===== config.mk =====
export PLATFORM = sky130hd
export DESIGN_NAME = deco_7seg_with_mux_reg
export DESIGN_NICKNAME = d
export VERILOG_FILES = /design/src/rtl/deco_7seg_with_mux_reg_pkg.sv /design/src/rtl/deco_7seg_with_mux_reg_if.sv /design/src/rtl/deco_7seg_with_mux_reg_hex_to_7seg.sv /design/src/rtl/deco_7seg_with_mux_reg.sv
export SDC_FILE = /design/constraint.sdc
export NUM_CORES = 1
export LEC_CHECK = 0
export BUFFER_PORTS_ARGS = -buffer_cell sky130_fd_sc_hd__buf_2
export CELL_PAD_IN_SITES_DETAIL_PLACEMENT = 1
export CELL_PAD_IN_SITES_GLOBAL_PLACEMENT = 1
export CORE_MARGIN = 1.5
export CORE_UTILIZATION = 31
export DETAILED_ROUTE_END_ITERATION = 16
export PLACE_DENSITY_LB_ADDON = 0.1
export SYNTH_ARGS = -nofsm -noshare
export SYNTH_HDL_FRONTEND = slang
export SYNTH_SLANG_ARGS = --single-unit
export TNS_END_PERCENT = 10

===== constraint.sdc =====
create_clock -name clk -period 2.3 [get_ports clk]
set_clock_uncertainty 0.2 [all_clocks]
set_input_delay 0.115 -clock clk [delete_from_list [all_inputs] [get_ports clk]]
set_output_delay 0.115 -clock clk [all_outputs]
set_load 0.02 [all_outputs]

===== src/rtl/deco_7seg_with_mux_reg_pkg.sv =====
// Shared types and the hex glyph table for the 7-segment decoder.
// Patterns are stored active-low in {dp,g,f,e,d,c,b,a} order. The dp bit is
// always 1, so the decimal point stays dark.
package deco_7seg_pkg;

   typedef logic [7:0] seg_t;

   // All segments dark when the display is driven active-low.
   localparam seg_t SEG_BLANK = 8'hFF;

   // Glyphs 0-9, A, b, C, d, E, F.
   // The letters b and d are lowercase shapes.
   localparam seg_t HEX_LUT [16] = '{
      8'hC0, 8'hF9, 8'hA4, 8'hB0,
      8'h99, 8'h92, 8'h82, 8'hF8,
      8'h80, 8'h90, 8'h88, 8'h83,
      8'hC6, 8'hA1, 8'h86, 8'h8E
   };

   // Returns the blank pattern in the output polarity selected by the
   // active_low argument.
   function automatic seg_t blank_pattern(input bit active_low);
      return active_low ? SEG_BLANK : ~SEG_BLANK;
   endfunction

endpackage


===== src/rtl/deco_7seg_with_mux_reg_if.sv =====
// Nibble-to-glyph link between the select mux and the decoder.
// There is no valid/ready handshake on this link. The nibble is a level
// signal, and seg follows it combinationally every cycle.
interface deco_7seg_with_mux_reg_if;
   import deco_7seg_pkg::*;

   logic [3:0] nibble;
   seg_t       seg;

   modport master (output nibble, input seg);
   modport slave  (input nibble, output seg);
endinterface


===== src/rtl/deco_7seg_with_mux_reg_hex_to_7seg.sv =====
// Combinational hex-digit decoder.
// Output polarity is set here, so the register downstream loads a
// ready-to-drive pattern.
module hex_to_7seg
   import deco_7seg_pkg::*;
#(
   parameter bit SEG_ACTIVE_LOW = 1'b1
) (
   deco_7seg_with_mux_reg_if.slave dec
);

   seg_t seg_raw;

   // Look up the active-low glyph, then flip every bit for common-cathode use.
   always_comb begin
      seg_raw = HEX_LUT[dec.nibble];
      dec.seg = SEG_ACTIVE_LOW ? seg_raw : ~seg_raw;
   end

endmodule


===== src/rtl/deco_7seg_with_mux_reg.sv =====
// Switch-nibble selector and registered 7-segment driver.
// The btn code selects one of four switch nibbles. The selected nibble is
// decoded into a hex glyph, and the glyph is registered one clock later.
module deco_7seg_with_mux_reg
   import deco_7seg_pkg::*;
#(
   parameter bit SEG_ACTIVE_LOW = 1'b1
) (
   input  logic       clk,
   input  logic       rst,
   input  logic [3:0] sw_1_4,
   input  logic [3:0] sw_5_8,
   input  logic [3:0] sw_9_12,
   input  logic [3:0] sw_13_16,
   input  logic [1:0] btn,
   output logic [7:0] segments
);

   localparam seg_t RST_VAL = blank_pattern(SEG_ACTIVE_LOW);

   deco_7seg_with_mux_reg_if dec_if ();

   logic [3:0] nibble_sel;
   seg_t       segments_d;
   seg_t       segments_q;

   // 4:1 nibble select. Every btn code is legal.
   always_comb begin
      nibble_sel = sw_1_4;
      case (btn)
         2'b00: nibble_sel = sw_1_4;
         2'b01: nibble_sel = sw_5_8;
         2'b10: nibble_sel = sw_9_12;
         2'b11: nibble_sel = sw_13_16;
      endcase
   end

   assign dec_if.nibble = nibble_sel;

   hex_to_7seg #(
      .SEG_ACTIVE_LOW (SEG_ACTIVE_LOW)
   ) u_hex_to_7seg (
      .dec (dec_if.slave)
   );

   // Next display pattern, taken straight from the decoder.
   always_comb begin
      segments_d = dec_if.seg;
   end

   // Output register. Synchronous reset blanks the digit and takes priority.
   always_ff @(posedge clk) begin
      if (rst) begin
         segments_q <= RST_VAL;
      end else begin
         segments_q <= segments_d;
      end
   end

   assign segments = segments_q;

endmodule


# After elaboration in Yosys (flattened, before gate mapping)
# Memory sizes are Yosys's and may differ from the RTL's. A register that Yosys moved wholly into a read port is not among the register bits.
# Index checks and enable logic that the tools add are counted.
# totals
register_bits	0
word_cells	7
romBits	128
mem_count	1
out_inout_bits	8
# memory_table
memory	depth	word_bits	rd	rd_ports_with_merged_regs	wr	line_no	source
(name not given)	16	8	1	1	0	deco_7seg_with_mux_reg_hex_to_7seg.sv:16	seg_raw = HEX_LUT[dec.nibble];
# op_classes
n_reduce_logical	1
mux	1
n_eq_ne	3
n_bitwise	1
# ops
cell	count
$pmux W4 S4	1
$not A4 Y5	1
$eq A2 B2 Y1 const B	2
$eq A2 B1 Y1 const B	1
$logic_not A2 Y1	1

# Logic depth before layout (Yosys ltp)
# depth
word_depth	3
mapped_depth	5

# By module
# From an unflattened synthesis, not the netlist that was laid out.
# unflattened
cells_unflattened	55
hier_area_um2	600.6
# modules_own_cells
module	n_inst	seq_area_each_um2	cells_each	area_each_um2
deco_7seg_with_mux_reg	1	160.2	20	315.3
hex_to_7seg	1	0.0	35	285.3

# Worst setup path after synthesis
# Ideal clock, no wire load.
# synth_path
path_type	input to register
start	in btn[0]
end	reg segments_q[1], in the netlist segments[1]
required_ns	1.978
cell_stages	5
setup_ns	0.122
arrival_time_ns	1.524
setup_slack_ns	0.454
cell_sequence	mux4_2 > inv_1 > ha_1 > or2_1 > a311o_1
# synth_via
elab_chain_cells	3
elab_cells_between_ends	6
cone_classes	eq/ne (3); mux (1); bitwise (1); reduce/logical (1)
# synth_rtl
element	line_no	source
start: declaration	deco_7seg_with_mux_reg.sv:15	input logic [1:0] btn,
$eq A2 B2 Y1, or another cell as far along	deco_7seg_with_mux_reg.sv:30	case (btn)
$pmux W4 S4 (*)	deco_7seg_with_mux_reg.sv:30	
$not A4 Y5 (not written as such) (*)	deco_7seg_with_mux_reg_hex_to_7seg.sv:16	
end: declaration	deco_7seg_with_mux_reg.sv:25	seg_t segments_q;
# Mark *: on every way between the ends. The rest lies on a longest branch, timed or not.

# Worst setup path in the final report
# Ends and elaborated chain as after synthesis.

==> results by group <==
Final layout
  – Final nets: 106
  – Area of the multi-input gates: 354 µm²
  – P&R area growth vs syn: 31.2%
  – Antenna Diode Count: 0
  – Fraction of layout instances using a drive strength above 1: 0.418
  – Fill cell count: 195
  – Largest register FFs: 7
  – Design area: 699 µm²
  – Fin cells: 95
  – Reg area: 140 µm²

Worst hold path
  – Hold depth: 4
  – Worst hold-check path type: in -> reg

Critical path
  – CP max FO: 6
  – Max incr delay on CP: 0.57 ns
  – Type of origin of the critical path: input pin
  – Required time worst endpoint: 2.25 ns
  – Critical path endpoint category: flop
  – Cell Chain, Critical Path: buf_2 -> mux4_2 -> inv_1 -> ha_1 -> or2_1 -> a311o_1
  – Slowest stage cell, crit path: mux4_2
  – Critical path arrival: 1.76 ns
  – Setup Crit Path Kind: in -> reg

Synthesis
  – Post-Syn Nets: 77
  – Most frequent cells after synthesis: dfxtp_1 (7), ha_1 (6), inv_1 (5)
  – Mapped Area: 533 µm²
  – Main synth FF type: dfxtp_1
  – Number of flops mapped to enable cells by yosys: 0
  – Synth Register Bits: 7
  – Sequential share of the synthesized area: 0.263
  – Most common cell in the netlist: dfxtp_1
  – Synth area leaders: dfxtp_1 (26%), mux4_2 (17%), ha_1 (14%), mux2i_1 (7.5%), inv_1 (3.5%)
  – Async SR Flop Fraction: 0
  – Syn Inst Count: 51
  – Yosys cell types: 26
  – Yosys warns: 0
  – Mean Syn Cell Area: 10.5 µm²
  – Post-synth top area share: 0.263
  – Area leader, netlist: dfxtp_1

Drt
  – DR WL/cell: 12.8 µm
  – Router iterations before antenna repair: 4
  – Final wirelength: 1210 µm
  – Via count: 494
  – First DRT Iteration DRCs: 1
  – Drt drc: 0
  – Number of vias per cell: 5.20
  – Post-route ant nets: 0

STA
  – Final WS setup: 0.489 ns
  – Fmax: 552 MHz
  – Final Critical Period: 1.81 ns
  – Final setup violation count: 0
  – Max Slew Vio Count: 0
  – Fin Setup TNS: 0 ns
  – RSZ-0062 raised after global routing: false
  – Hold Vio Cnt, Final: 0
  – Post-route clock period utilization: 0.787

Global route
  – Initial antenna violation count: 0
  – Largest net degree at the start of global routing: 17
  – Vias in the first global route: 473
  – Grt ovf: 0
  – Total GRT Usage: 0.144
  – First-pass GRT wire length: 2040 µm

Clocking
  – H-Tree Depth: 1
  – Reg clk slew, reported paths: 0.06 ns
  – CTS tree: yes
  – Setup Buffers After CTS: 0
  – CTS max path bufs: 2
  – Sink Count: 7
  – Clock buffer count from CTS: 3
  – CTS root buffer: clkbuf_4

Floorplanning
  – Chip width: 44.5 µm
  – IO Pins: 28
  – DIE HEIGHT: 44.5 µm
  – Die area: 1980 µm²
  – Starting Density: 0.342
  – Placeable Area: 1560 µm²
  – Row count: 14

Placed design
  – DP Wirelength: 985 µm
  – Gpl congestion: 0.705
  – DP Worst Slack: 0.193 ns
  – Placed cell area: 663 µm²
  – IO Port Bufs: 26
  – Placed Instances: 90

Outcome
  – Status: finished clean

Pwr
  – Power, Total: 0.000410 W
  – IR drop worst, VDD: 196 µV
  – Leak: 0.336 nW
  – PwrDens: 586 nW/µm²

Run
  – Max-Cap Viols: 0
==> worst max-delay path: cells and delay by family <==
| kind | cells | cell delay [ns] |
|---|---|---|
| mux | 1 | 0.57 |
| compound gates | 1 | 0.31 |
| buf+inv | 2 | 0.28 |
| simple gates | 1 | 0.25 |
| fa+ha+maj | 1 | 0.24 |
==> path summary, 6_finish.rpt <==
kind	from	end
hold / removal	sw_13_16[1]	segments[6]
setup / recovery	btn[0]	segments[1]
==> placed cells by master (no fill, tap or decap), types with 2 or more instances in the layout <==
cell,instances
clkbuf_4,3
mux2i_1,4
dfxtp_1,7
inv_1,5
buf_2,26
mux4_2,4
nand2_1,2
nor2_1,2
nor4b_1,2
ha_1,6
==> per-stage QoR <==
stage | hold WS [ns] | util
global placement | 0.202 | 0.425
global route | 0.344 | 0.449
finish | 0.293 | 0.449
detailed placement | 0.205 | 0.425
CTS | 0.295 | 0.449
floorplan | 0.0213 | -
==> final cells by class <==
cell class                      instances  area share
Multi-Input combinational cell         36       0.506
Clock buffer                            4      0.0376
Timing Repair Buffer                   27       0.200
Sequential cell                         7       0.200
Tap cell                               16      0.0286
Inverter                                5      0.0268
==> per-layer routing <==
layer / vias up / global-route usage / part of all wire
li1: 242 / - / -
met1: 228 / 0.158 / 0.42
met2: 22 / 0.241 / 0.50
met3: 2 / 0.0408 / 0.068
met4: 0 / 0.0909 / 0.012
met5: - / 0 / 0
==> what timing repair did <==
action	4_1_cts	5_1_grt
resized for setup	0	0
hold buffers	1	0
endpoints found under the setup margin	0	0
endpoints found under the hold margin	2	0
==> kinds of logic after synthesis <==
group,share of synthesized area
mux,0.244
flops,0.263
simple gates,0.134
fa+ha+maj,0.141
compound gates,0.122
other cells,0.00704
xor+xnor,0.0164
buf+inv,0.0728
==> power by group <==
part,internal (W),total (W),switching (W)
sequential,0.000138,0.000141,0.00000294
combinational,0.0000666,0.000150,0.0000838
clock,0.0000666,0.000118,0.0000514
total,0.000272,0.000410,0.000138
No activity file was read; power rests on OpenSTA's default activity.
